===== src/rtl/sa_feed_ctrl.sv =====
// Systolic-array pass sequencer: K buffer reads with a staggered row-valid wavefront, drain, then a done pulse.
// rd_en_o follows en_i combinationally in FEED; en_i=0 freezes all pass state (stall as backpressure).
module sa_feed_ctrl #(
    parameter int ROWS = 4,
    parameter int COLS = 4,
    parameter int K_W  = 8
) (
    input  logic            clk_i,
    input  logic            rstn_i,
    input  logic            start_i,
    input  logic [K_W-1:0]  k_len_i,
    input  logic            en_i,
    output logic            rd_en_o,
    output logic [K_W-1:0]  rd_addr_o,
    output logic [ROWS-1:0] row_vld_o,
    output logic            busy_o,
    output logic            done_o
);

    localparam int DRAIN_LEN = ROWS + COLS - 1;
    localparam int DW        = $clog2(DRAIN_LEN + 1);
    localparam logic [DW-1:0] DRAIN_LAST = DW'(DRAIN_LEN - 1);

    typedef enum logic [1:0] {
        S_IDLE,
        S_FEED,
        S_DRAIN,
        S_DONE
    } state_t;

    state_t          state_q;
    logic [K_W-1:0]  count_q;
    logic [K_W-1:0]  len_q;
    logic [DW-1:0]   drain_q;
    logic [ROWS-1:0] wave_q;
    logic            fire;

    assign fire = (state_q == S_FEED) && en_i;

    always_ff @(posedge clk_i or negedge rstn_i) begin
        if (!rstn_i) begin
            state_q <= S_IDLE;
            count_q <= '0;
            len_q   <= '0;
            drain_q <= '0;
            wave_q  <= '0;
        end else begin
            // The wavefront keeps shifting through DRAIN until it empties.
            if (en_i) begin
                wave_q <= {wave_q[ROWS-2:0], fire};
            end
            case (state_q)
                S_IDLE: begin
                    if (start_i) begin
                        if (k_len_i != '0) begin
                            len_q   <= k_len_i;
                            count_q <= '0;
                            state_q <= S_FEED;
                        end else begin
                            state_q <= S_DONE;
                        end
                    end
                end
                S_FEED: begin
                    if (en_i) begin
                        count_q <= count_q + 1'b1;
                        if (count_q == len_q - 1'b1) begin
                            drain_q <= '0;
                            state_q <= S_DRAIN;
                        end
                    end
                end
                S_DRAIN: begin
                    if (en_i) begin
                        if (drain_q == DRAIN_LAST) begin
                            state_q <= S_DONE;
                        end else begin
                            drain_q <= drain_q + 1'b1;
                        end
                    end
                end
                S_DONE: begin
                    state_q <= S_IDLE;
                end
                default: begin
                    state_q <= S_IDLE;
                end
            endcase
        end
    end

    assign rd_en_o   = fire;
    assign rd_addr_o = (state_q == S_FEED) ? count_q : '0;
    assign row_vld_o = wave_q;
    assign busy_o    = (state_q == S_FEED) || (state_q == S_DRAIN);
    assign done_o    = (state_q == S_DONE);

endmodule


===== config.mk =====
export PLATFORM = sky130hd
export DESIGN_NAME = sa_feed_ctrl
export DESIGN_NICKNAME = d
export VERILOG_FILES = /design/src/rtl/sa_feed_ctrl.sv
export SDC_FILE = /design/constraint.sdc
export NUM_CORES = 1
export LEC_CHECK = 0
export BUFFER_PORTS_ARGS = -buffer_cell sky130_fd_sc_hd__buf_4
export CAP_MARGIN = 20
export CORE_MARGIN = 2
export CORE_UTILIZATION = 50
export CTS_CLUSTER_DIAMETER = 30
export DETAILED_ROUTE_END_ITERATION = 12
export GPL_TIMING_DRIVEN = 0
export PLACE_DENSITY = 0.75
export SLEW_MARGIN = 20
export SYNTH_ARGS = -nofsm -noshare
export SYNTH_HDL_FRONTEND = slang
export SYNTH_SLANG_ARGS = --single-unit

===== constraint.sdc =====
create_clock -name clk_i -period 2 [get_ports clk_i]
set_input_delay 0.4 -clock clk_i [delete_from_list [all_inputs] [get_ports clk_i]]
set_output_delay 0.4 -clock clk_i [all_outputs]
set_load 0.03 [all_outputs]

# Yosys cells after proc, flatten, opt, wreduce, memory -nomap -nowiden
# Index checks and enable logic that the tools add are counted.
[word_totals]
regBits = 25
mem_bits_rw = 0
input_bits = 12
word_cells = 47
rom_bits = 0
output_inout_bits = 15
latchBits = 0
memories = 0
[classes]
reduce_logical = 10
n_eq_ne = 12
order_cmp = 0
n_mul = 0
mux = 17
shift = 0
n_div = 0
bitwise = 0
n_addsub = 3
[ops]
columns = ["op", "count"]
rows = [
  ["two-way mux 8 bit", 4],
  ["case mux 8 bit (2 select lines)", 1],
  ["two-way mux 2 bit", 6],
  ["two-way mux 3 bit", 4],
  ["inequality test 2 bit, second input constant", 6],
  ["AND reduction 5 bit", 2],
  ["adder 8 x 1 -> 8 bit, second input constant", 1],
  ["equality test 8 bit", 1],
  ["case mux 2 bit (4 select lines)", 1],
  ["nonzero test 8 bit", 1],
  ["subtractor 8 x 1 -> 8 bit, second input constant", 1],
  ["case mux 3 bit (2 select lines)", 1],
  ["equality test 2 bit, second input constant", 2],
  ["AND reduction 4 bit", 1],
  ["nonzero test 2 bit", 2],
  ["adder 3 x 1 -> 3 bit, second input constant", 1],
  ["equality test 3 bit, second input constant", 1],
  ["AND reduction 3 bit", 1],
  ["equality test 2 x 1 -> 1 bit, second input constant", 1],
  ["logical NOT 2 bit", 1],
  ["inequality test 2 x 1 -> 1 bit, second input constant", 1],
  ["logical AND 1 bit", 1],
  ["logical OR 1 bit", 1],
]

# Logic depth before layout (Yosys ltp)
# Gate-level depths: netlist of the first run.
[depth]
ltp_word = 5
mapped_depth = 8
depth_no_buf = 8

# Worst setup path after synthesis of the first run
# No wires, ideal clock.
[synth_timing]
kind = "reg2reg"
startpoint = "register len_q[0]"
endpoint = "register drain_q[1]"
setup_time_ns = 0.121
stages_incl_launch_ff = 9
arrival_time_ns = 1.976
n_path_buf = 0
period_less_slack_ns = 2.097
setup_slack_ns = -0.097
t_required_ns = 1.879
path_cell_list = "dfrtp_1 > inv_1 > ha_1 > or2b_1 > o211a_1 > o31a_1 > o41ai_4 > o2111ai_1 > a22o_1"
[synth_between]
elab_chain_cells = 4
[synth_lines]
columns = ["element", "line_no", "text"]
rows = [
  ["start, declared", "33", "logic [K_W-1:0] len_q;"],
  ["start signal, assigned", "56", "len_q <= k_len_i;"],
  ["subtractor 8 x 1 -> 8 bit", "67", "if (count_q == len_q - 1'b1) begin"],
  ["equality test 8 bit", "67", ""],
  ["inequality test 2 x 1 -> 1 bit (no source line)", "n/a", ""],
  ["AND reduction 5 bit (no source line)", "n/a", ""],
  ["end signal, assigned", "78", "drain_q <= drain_q + 1'b1;"],
  ["end, declared", "34", "logic [DW-1:0] drain_q;"],
]
# No other way between the ends.
# A chain may end at the register's enable or synchronous reset.

# Final worst setup path of the first run
[layout_timing]
startpoint = "register len_q[1]"
endpoint = "register drain_q[1]"
# Same word-level chain as after synthesis.

==> results.md, run 1 <==
* Outcome: finished with violations
* Violations in the final reports: negative setup slack
* Max Clk Rate at 0.469 GHz
* Actual transition at the worst max-transition pin at 0.497 ns
* Gp weighted congestion at 0.883
* Avg WL per Cell at 15.2 um
* Fraction of registers with async set/reset at 1.00
* Aggregate negative setup slack at -0.474 ns
* RR Endpoint: drain_q[1]
* Startpoint type of the worst setup path: flop
* First-iteration detailed-routing DRC count at 33
* Endpoint arrival time on the critical path at 2.36 ns
* Most numerous cell in the Yosys netlist: sky130_fd_sc_hd__dfrtp_1
* Number of warning messages in the yosys log at 0
* Area share of the largest cell type after synthesis at 0.394
* DR pass1 iterations at 4
* Sequence of cells on the critical path: inv_2 -> ha_4 -> or2b_1 -> o211a_1 -> o31a_1 -> o41ai_4 -> buf_6 -> o2111ai_2 -> a22o_1
* Maximum number of pins on one net before global-route repair at 26
* Worst-case headroom to the max-slew limit at 0.666
* Max Buffers Root-to-Sink at 2
* Height of the die at 60.4 um
* Dpl ws at -0.291 ns
* Category of the most critical setup path: flop to flop
* Commonest cells in the netlist: sky130_fd_sc_hd__dfrtp_1 (25), sky130_fd_sc_hd__and2_1 (12), sky130_fd_sc_hd__inv_1 (12), sky130_fd_sc_hd__xor2_1 (12), sky130_fd_sc_hd__mux2_2 (11)
* Slowest Stage Delay on Critical Path at 0.41 ns
* Post-placement cell count at 224
* Register clock-pin slew on the reported worst setup and hold paths at 0.14 ns
* Register bit count reported by yosys at 25
* Top post-synthesis cells by area: sky130_fd_sc_hd__dfrtp_1 (39%), sky130_fd_sc_hd__mux2_2 (7.8%), sky130_fd_sc_hd__ha_1 (7.1%)
* Worst setup skew after layout at 0.00594 ns
* Worst r2r src: len_q[1]
* Syn-to-layout area delta at 30.7%
* Hold depth at 2
* Post-layout min period at 2.13 ns
* Via count of the first global-routing pass at 1202
* Count of non-filler cells in the finished layout at 240
* Count of different cell masters after synthesis at 41
* Initial antenna violation count at 0
* Vias per cell at 5.23
* Routed wire length at 3650 um
* Number of cell instances on the worst register-to-register path at 9
* Number of max-cap violations at 0
* Setup violators final at 5
* Dominant cell type by area after synthesis: sky130_fd_sc_hd__dfrtp_1
* CP Capture Type: flop
* Max FO, Critical Path at 6
* Synthesized net count at 175
* Final worst-path cycle share at 1.07
* Smallest setup slack after layout at -0.132 ns
* Core box area at 3030 um^2
* CTS buffer count at 3
* Clk sinks at 25
* Initial Utilization at 0.524
* Vias at 1256
* Slowest CP cell: sky130_fd_sc_hd__dfrtp_1
* Peak supply drop at 0.685 mV
* Number of antenna-violating nets in the routed design at 0
* Final number of hold-violating endpoints at 0
* Clock network latency to the later pin of the worst-skew pair at 0.32 ns
* Number of inserted diodes at 0
* Startpoint of the lowest-slack hold path: k_len_i[5]
* P per Cell Area at 1520 nW/um^2
* Number of placement rows at 20
* Summed instance area of the synthesized netlist at 1590 um^2
* Number of enable-type register cells in the synthesized netlist at 0
* Width of the die at 60.4 um
* Clk Tree Root Cell: sky130_fd_sc_hd__clkbuf_4
* Worst Path Buf+Inv at 2
* Slack of the worst reg-to-reg path at -0.13 ns
* Port Buffer Count at 26
* Total track usage at 0.196
* Cell family with the largest share of critical-path delay: compound AO/OA/AOI/OAI gates
* Setup repair after global routing missed its margin: yes
* Remaining design rule violation count at 0
* TritonCTS clock tree: yes
* Main synth FF type: sky130_fd_sc_hd__dfrtp_1
* Worst path required time at 2.23 ns
* WHS Endpoint: len_q[5]
* Net count, final at 218
* Total count of max-transition violations in the final report at 0
* Global-route wire length before repair at 5380 um
* Worst Hold Class: primary input to flop
* Proportion of synthesized chip area in sequential cells at 0.394
* Total non-filler cell area in the finished layout at 2080 um^2
* Number of top-level pins at 27
* Fraction of final layout cells with drive strength greater than 1 at 0.383
* Die area at 3640 um^2
* Post-Synthesis Cells at 154
* Post-placement cell area at 1840 um^2
* Global-route congestion overflow total at 0
* Leakage Power at 0.000984 uW
* Average instance area after synthesis at 10.3 um^2
* H-tree Lvls at 1
* Detailed placement HPWL at 2390 um
* Worst Hold Margin at 0.313 ns
[repair_timing]
action,CTS,global route
setup buffers,5,8
cloned,0,0
endpoints found under the hold margin,25,0
hold buffers,1,0
resized for setup,14,10
pin swaps,1,9
setup endpoints to repair,20,28
[layout by cell type, fill, tap and decap left out, types with 4 or more instances in the layout]
cell type / synthesis / routed
sky130_fd_sc_hd__inv_2: 0 / 4
sky130_fd_sc_hd__ha_1: 9 / 7
sky130_fd_sc_hd__xor2_1: 12 / 12
sky130_fd_sc_hd__dfrtp_1: 25 / 24
sky130_fd_sc_hd__nand2_1: 5 / 5
sky130_fd_sc_hd__inv_1: 12 / 8
sky130_fd_sc_hd__nor2_1: 10 / 9
sky130_fd_sc_hd__buf_4: 0 / 36
sky130_fd_sc_hd__and2_1: 12 / 12
sky130_fd_sc_hd__mux2_2: 11 / 11
sky130_fd_sc_hd__nand3_1: 5 / 5
[power breakdown]
part | switching (uW) | total (uW) | internal (uW)
clock | 157 | 232 | 74.9
combinational | 1010 | 1960 | 945
sequential | 262 | 965 | 703
[layer usage]
metal | share of wire | GRT usage | up-vias | routed length, um
li1 | - | - | 621 | -
met1 | 0.44 | 0.251 | 618 | 1610
met2 | 0.53 | 0.349 | 15 | 1940
met3 | 0.023 | 0.0213 | 2 | 83
met4 | 0.0044 | 0.0571 | 0 | 16
met5 | 0 | 0 | - | 0
[through the flow]
| stage | util | power [uW] |
|---|---|---|
| 2_1_floorplan | - | 2050 |
| 3_3_place_gp | 0.608 | 2380 |
| 3_5_place_dp | 0.608 | 2440 |
| 4_1_cts | 0.651 | 2880 |
| 5_1_grt | 0.686 | 3360 |
| 6_report | 0.686 | 3160 |
[registers in the layout (all words and copies together) (netlist names)]
| register | flops |
|---|---|
| state_q | 2 |
| drain_q | 3 |
| row_vld_o | 4 |
| count_q | 8 |
| len_q | 8 |
[how the worst max path moves through the flow]
stage                   from          to  slack [ns]  cells past startpoint
detailed placement  len_q[0]  drain_q[1]       -0.29                      8
CTS                 len_q[1]  drain_q[1]       -0.14                      9
floorplan           len_q[0]  drain_q[1]       -0.06                      8
global route        len_q[1]  drain_q[1]       -0.20                      9
finish              len_q[1]  drain_q[1]       -0.13                      9
global placement    len_q[0]  drain_q[1]       -0.26                      8
[kinds of logic after synthesis]
kind of cell               count (synthesis)  share of synthesized area
AOI/OAI and AO/OA                         24                      0.132
and+or+nand+nor                           52                      0.193
xor gates and xnor gates                  16                     0.0883
DFF                                       25                      0.394
buffers and inverters                     16                     0.0378
muxes                                     12                     0.0843
adders and majority gates                  9                     0.0709
[worst reg2reg max path, cell delays in order, from the launching register on]
cell and delay, ns:
sky130_fd_sc_hd__dfrtp_1 0.41, sky130_fd_sc_hd__inv_2 0.06, sky130_fd_sc_hd__ha_4 0.16, sky130_fd_sc_hd__or2b_1 0.23, sky130_fd_sc_hd__o211a_1 0.13, sky130_fd_sc_hd__o31a_1 0.32, sky130_fd_sc_hd__o41ai_4 0.23, sky130_fd_sc_hd__buf_6 0.18
sky130_fd_sc_hd__o2111ai_2 0.10, sky130_fd_sc_hd__a22o_1 0.23
[cell type report]
cell class | count | area (um^2)
Clock inverter | 1 | 5.00
Sequential cell | 25 | 627
Timing Repair Buffer | 39 | 303
Clock buffer | 3 | 22.5
Tap cell | 44 | 55.1
Fill cell | 241 | 952
Inverter | 12 | 45.0
Multi-Input combinational cell | 113 | 997
Buffer | 3 | 21.3
(Power assumes the default switching activity.)
==> run 2, diff against run 1 <==
--- a/config.mk
+++ b/config.mk
@@ -13,6 +13,7 @@
 export DETAILED_ROUTE_END_ITERATION = 12
 export GPL_TIMING_DRIVEN = 0
 export PLACE_DENSITY = 0.75
+export SETUP_SLACK_MARGIN = 0.1
 export SLEW_MARGIN = 20
 export SYNTH_ARGS = -nofsm -noshare
 export SYNTH_HDL_FRONTEND = slang
==> run 2 against run 1 <==
- the run still ends with negative setup slack left
- first-iteration DRC count increased by 58%
- maximum frequency is 0.13% higher
- die area unchanged
- setup slack better by 0.0027 ns
- via count rose by 1.8%
==> results.md, run 2 (synthesis results as in run 1) <==
* Global-route congestion overflow total at 0 (unchanged)
* Avg WL per Cell at 14.8 um (-2.7%)
* Category of the most critical setup path: flop to flop
* Vias per cell at 5.28 (+0.91%)
* Global-route wire length before repair at 5440 um (+1.2%)
* Via count of the first global-routing pass at 1222 (+1.7%)
* Core box area at 3030 um^2 (unchanged)
* Clk Tree Root Cell: sky130_fd_sc_hd__clkbuf_4
* Top library cells by usage in the layout, fill and taps aside: sky130_fd_sc_hd__buf_4 (34), sky130_fd_sc_hd__dfrtp_1 (24), sky130_fd_sc_hd__xor2_1 (12)
* Net switching power at 1440 uW (+0.36%)
* Number of antenna-violating nets in the routed design at 0 (unchanged)
* Sequence of cells on the critical path: inv_2 -> ha_4 -> or2b_1 -> o211a_1 -> o31a_1 -> o41ai_4 -> buf_6 -> o2111ai_2 -> a22o_1
* Worst setup skew after layout at 0.00364 ns (-0.00230 ns)
* Number of placement rows at 20 (unchanged)
* CTS buffer count at 3 (unchanged)
* Max FO, Critical Path at 6 (unchanged)
* Clk sinks at 25 (unchanged)
* Setup violators final at 5 (unchanged)
* Detailed placement HPWL at 2390 um (unchanged)
* Most common cell after layout, fill and taps aside: sky130_fd_sc_hd__buf_4
* Syn-to-layout area delta at 33.3%
* Cell-internal power at 1770 uW (+2.6%)
* Total non-filler cell area in the finished layout at 2120 um^2 (+2.0%)
* Register clock-pin slew on the reported worst setup and hold paths at 0.14 ns (about the same)
* Slowest Stage Delay on Critical Path at 0.41 ns (about the same)
* Height of the die at 60.4 um (unchanged)
* Max Clk Rate at 0.470 GHz (+0.13%)
* Dpl ws at -0.291 ns (unchanged)
* Outcome: finished with violations
* Worst path required time at 2.23 ns (about the same)
* Total track usage at 0.198 (+0.00232)
* DR pass1 iterations at 4 (unchanged)
* Violations in the final reports: negative setup slack
* Worst Path Buf+Inv at 2 (unchanged)
* Final worst-path cycle share at 1.06 (-0.00134)
* Smallest setup slack after layout at -0.130 ns (+0.00267 ns)
* Clock network latency to the later pin of the worst-skew pair at 0.32 ns (about the same)
* Die area at 3640 um^2 (unchanged)
* Worst Hold Margin at 0.316 ns (+0.00285 ns)
* Vias at 1278 (+1.8%)
* Setup repair after global routing missed its margin: yes
* Remaining design rule violation count at 0 (unchanged)
* Max Buffers Root-to-Sink at 2 (unchanged)
* Part of the total power dissipated in the clock network at 0.072 (about the same)
* Net count, final at 220 (+0.92%)
* TritonCTS clock tree: yes
* Startpoint type of the worst setup path: flop
* P per Cell Area at 1510 nW/um^2 (-0.39%)
* Number of top-level pins at 27 (unchanged)
* Post-layout min period at 2.13 ns (-0.00267 ns)
* Gp weighted congestion at 0.883 (unchanged)
* Routed wire length at 3580 um (-1.9%)
* Flop pwr share at 0.301 (-0.005)
* Endpoint arrival time on the critical path at 2.36 ns (about the same)
* Net switching fraction of the power at 0.449 (-0.00552)
* Cell family with the largest share of critical-path delay: compound AO/OA/AOI/OAI gates
* Post-placement cell area at 1840 um^2 (unchanged)
* Aggregate negative setup slack at -0.452 ns (+0.0221 ns)
* Number of inserted diodes at 0 (unchanged)
* Final number of hold-violating endpoints at 0 (unchanged)
* First-iteration detailed-routing DRC count at 52 (+58%)
* Worst Hold Class: primary input to flop
* CP Capture Type: flop
* Actual transition at the worst max-transition pin at 0.479 ns (-0.0176 ns)
* Initial Utilization at 0.524 (unchanged)
* Leakage Power at 0.00100 uW (+2.0%)
* Total count of max-transition violations in the final report at 0 (unchanged)
* Worst-case headroom to the max-slew limit at 0.678 (+0.0118)
* Number of max-cap violations at 0 (unchanged)
* Fraction of final layout cells with drive strength greater than 1 at 0.409 (+0.0264)
* Peak supply drop at 0.775 mV (+13%)
* Share of power burned in combinational logic at 0.627 (+0.006)
* Slowest CP cell: sky130_fd_sc_hd__dfrtp_1
* Width of the die at 60.4 um (unchanged)
* Port Buffer Count at 26 (unchanged)
* Count of non-filler cells in the finished layout at 242 (+0.83%)
* Post-placement cell count at 224 (unchanged)
* Maximum number of pins on one net before global-route repair at 26 (unchanged)
* Initial antenna violation count at 0 (unchanged)
* H-tree Lvls at 1 (unchanged)
-- run 2: changes by cell type in the layout (fill, tap and decap cells not counted), sizes merged --
cell	delta
clkbuf	-1
buf	+3
-- run 2: worst paths after layout --
check / endpoint / start / slack (ns) / cells after the start
hold reg to reg: drain_q[2] / drain_q[2] / 0.53 / 1
max in group asynchronous: len_q[0] / rstn_i / 1.23 / 2
setup reg to reg: drain_q[1] / len_q[1] / -0.13 / 9
setup / recovery: drain_q[1] / len_q[1] / -0.13 / 9
min in group asynchronous: row_vld_o[3] / rstn_i / 0.50 / 2
hold / removal: len_q[1] / k_len_i[1] / 0.32 / 2
-- run 2: timing repair --
item | CTS | global route
hold endpoints to repair | 25 | 0
buffers inserted | 8 | 7
gates resized for setup | 14 | 19
endpoints found under the setup margin | 20 | 19
cloned | 0 | 0
hold buffers | 1 | 0
pin swaps | 1 | 9
-- run 2: final cells by class --
class	count	area [um^2]
flip-flops and latches	25	627
inverters	12	45.0
clock inverters	1	5.00
plain buffers	3	22.5
well taps	44	55.1
multi-input cells	113	1010
clock buffers	3	22.5
repair buffers	41	333
fillers	230	911
-- run 2: power groups by stage --
| stage | registers, uW | logic, uW | clock network, uW |
|---|---|---|---|
| 2_1_floorplan | 979 | 1070 | 0 |
| 3_3_place_gp | 956 | 1420 | 0 |
| 3_5_place_dp | 965 | 1480 | 0 |
| 4_1_cts | 940 | 1740 | 242 |
| 5_1_grt | 992 | 2180 | 258 |
| 6_report | 965 | 2010 | 230 |
-- run 2: per-layer routing --
layer	up-vias	routed length, um	track usage
li1	630	-	-
met1	625	1570	0.253
met2	19	1890	0.356
met3	4	89	0.0213
met4	0	28	0.0571
met5	-	0	0
-- run 2: stage by stage --
step / total power (uW) / utilization
after floorplan: 2050 / -
after global placement: 2380 / 0.608
after detailed placement: 2440 / 0.608
after CTS: 2920 / 0.657
after global routing: 3430 / 0.699
final: 3210 / 0.699
==> run 3, diff against run 2 <==
--- a/config.mk
+++ b/config.mk
@@ -13,6 +13,7 @@
 export DETAILED_ROUTE_END_ITERATION = 12
 export GPL_TIMING_DRIVEN = 0
 export PLACE_DENSITY = 0.75
+export RECOVER_POWER = 25
 export SETUP_SLACK_MARGIN = 0.1
 export SLEW_MARGIN = 20
 export SYNTH_ARGS = -nofsm -noshare
==> run 3 against run 2 <==
- the flow still finishes with violations (negative setup slack)
- via count about the same
- count of clock-buffer cells in the layout unchanged
- setup slack hardly changed
- register-to-register slack barely moved
- routed wire length is 0.11% lower
- critical endpoint unchanged
- largest cell class unchanged
==> results.md, run 3 (synthesis results as in run 1) <==
* Endpoint arrival time on the critical path at 2.35 ns (about the same)
* Number of top-level pins at 27 (unchanged)
* Post-placement cell area at 1840 um^2 (unchanged)
* Startpoint type of the worst setup path: flop
* Max FO, Critical Path at 6 (unchanged)
* Dpl ws at -0.291 ns (unchanged)
* Clk Tree Root Cell: sky130_fd_sc_hd__clkbuf_4
* Net count, final at 220 (unchanged)
* Detailed placement HPWL at 2390 um (unchanged)
* Smallest setup slack after layout at -0.130 ns (-0.000125 ns)
* Pwr Total at 3210 uW (about the same)
* Combined area of the multi-input logic cells at 1010 um^2 (unchanged)
* Final number of hold-violating endpoints at 0 (unchanged)
* Actual transition at the worst max-transition pin at 1.37 ns (+0.894 ns)
* H-tree Lvls at 1 (unchanged)
* Port Buffer Count at 26 (unchanged)
* Worst-case headroom to the max-slew limit at 0.0847 (-0.593)
* Cell-internal power at 1770 uW (about the same)
* CTS buffer count at 3 (unchanged)
* Routed wire length at 3570 um (-0.11%)
* Setup violators final at 5 (unchanged)
* Global-route congestion overflow total at 0 (unchanged)
* Vias at 1279 (+0.078%)
* Register clock-pin slew on the reported worst setup and hold paths at 0.14 ns (about the same)
* P per Cell Area at 1520 nW/um^2 (+0.15%)
* Most common cell after layout, fill and taps aside: sky130_fd_sc_hd__buf_4
* Clk sinks at 25 (unchanged)
* Worst Hold Class: primary input to flop
* Category of the most critical setup path: flop to flop
* Outcome: finished with violations
* Final worst-path cycle share at 1.06 (about the same)
* Filler cells at 232 (+0.87%)
* Height of the die at 60.4 um (unchanged)
* Total count of max-transition violations in the final report at 0 (unchanged)
* Remaining design rule violation count at 0 (unchanged)
* First-iteration detailed-routing DRC count at 53 (+1.9%)
* Post-layout min period at 2.13 ns (+0.000125 ns)
* Worst path required time at 2.22 ns (about the same)
* Leakage Power at 0.00100 uW (-0.36%)
* Net switching fraction of the power at 0.449 (about the same)
* Via count of the first global-routing pass at 1222 (unchanged)
* Core box area at 3030 um^2 (unchanged)
* Avg WL per Cell at 14.8 um (-0.11%)
* Fraction of final layout cells with drive strength greater than 1 at 0.404 (-0.00505)
* TritonCTS clock tree: yes
* Flop pwr share at 0.301 (about the same)
* Number of antenna-violating nets in the routed design at 0 (unchanged)
* Peak supply drop at 0.775 mV (about the same)
* Violations in the final reports: negative setup slack
* Width of the die at 60.4 um (unchanged)
* Share of power burned in combinational logic at 0.627 (about the same)
* DR pass1 iterations at 4 (unchanged)
* Part of the total power dissipated in the clock network at 0.072 (about the same)
* Clock network latency to the later pin of the worst-skew pair at 0.32 ns (about the same)
* Total non-filler cell area in the finished layout at 2110 um^2 (-0.18%)
* Top library cells by usage in the layout, fill and taps aside: sky130_fd_sc_hd__buf_4 (33), sky130_fd_sc_hd__dfrtp_1 (24), sky130_fd_sc_hd__xor2_1 (12)
* Initial Utilization at 0.524 (unchanged)
* Max Buffers Root-to-Sink at 2 (unchanged)
* Total track usage at 0.198 (unchanged)
* Initial antenna violation count at 0 (unchanged)
* Net switching power at 1440 uW (about the same)
* Die area at 3640 um^2 (unchanged)
* Maximum number of pins on one net before global-route repair at 26 (unchanged)
* Total area of sequential cells at 627 um^2 (unchanged)
* Syn-to-layout area delta at 33.1%
* Worst setup skew after layout at 0.00363 ns (-0.0000142 ns)
* Max Clk Rate at 0.469 GHz (about the same)
* Number of placement rows at 20 (unchanged)
* Gp weighted congestion at 0.883 (unchanged)
* Setup repair after global routing missed its margin: yes
* CP Capture Type: flop
* Number of max-cap violations at 0 (unchanged)
* Number of inserted diodes at 0 (unchanged)
* Vias per cell at 5.29 (about the same)
* Global-route wire length before repair at 5440 um (unchanged)
* Worst Hold Margin at 0.317 ns (+0.00103 ns)
-- run 3: critical path, cell delays in order, from the launching register on --
cell and delay, ns:
sky130_fd_sc_hd__dfrtp_1 0.41, sky130_fd_sc_hd__inv_2 0.06, sky130_fd_sc_hd__ha_4 0.16, sky130_fd_sc_hd__or2b_1 0.23, sky130_fd_sc_hd__o211a_1 0.13, sky130_fd_sc_hd__o31a_1 0.32, sky130_fd_sc_hd__o41ai_4 0.23, sky130_fd_sc_hd__buf_6 0.17
sky130_fd_sc_hd__o2111ai_2 0.10, sky130_fd_sc_hd__a22o_1 0.23
-- run 3: path summary, 6_finish.rpt --
path                                  from      endpoint  slack (ns)  depth (start not counted)
worst max-delay path              len_q[1]    drain_q[1]       -0.13                          9
worst min-delay path            k_len_i[1]      len_q[1]        0.32                          2
worst max register to register    len_q[1]    drain_q[1]       -0.13                          9
worst min register to register  drain_q[2]    drain_q[2]        0.53                          1
max in group asynchronous           rstn_i      len_q[0]        0.20                          2
min in group asynchronous           rstn_i  row_vld_o[3]        0.90                          2
-- run 3: area by class of cell --
type	count	area share
multi-input combinational	113	0.477
sequential	25	0.297
timing repair buffer	41	0.156
tap	44	0.0261
inverter	12	0.0213
clock buffer	3	0.0107
buffer	3	0.0107
clock inverter	1	0.00237
-- run 3: metal layers --
metal	share of wire	global-route usage	vias to the layer above	wire, um
li1	-	-	630	-
met1	0.44	0.253	626	1570
met2	0.53	0.356	19	1880
met3	0.025	0.0213	4	89
met4	0.0078	0.0571	0	28
met5	0	0	-	0
-- run 3: stage by stage --
| step | setup TNS (ns) | cells | utilization |
|---|---|---|---|
| after global placement | -2.86 | 224 | 0.608 |
| after detailed placement | -3.12 | 224 | 0.608 |
| after global routing | -0.844 | 242 | 0.698 |
| after floorplan | -0.145 | 154 | - |
| final | -0.455 | 242 | 0.698 |
| after CTS | -0.584 | 236 | 0.657 |
-- run 3: power groups by stage --
| stage | Combinational [uW] | Sequential, uW | Clock, uW |
|---|---|---|---|
| 5_1_grt | 2180 | 992 | 258 |
| 4_1_cts | 1740 | 940 | 242 |
| 3_3_place_gp | 1420 | 956 | 0 |
| 6_report | 2010 | 965 | 230 |
| 3_5_place_dp | 1480 | 965 | 0 |
| 2_1_floorplan | 1070 | 979 | 0 |
-- run 3: what timing repair did --
item                                   4_1_cts  5_1_grt
endpoints found under the hold margin       25        0
hold buffers                                 1        0
pin swaps                                    1        9
buffers inserted                             8        7
setup endpoints to repair                   20       19
resized for setup                           14       19
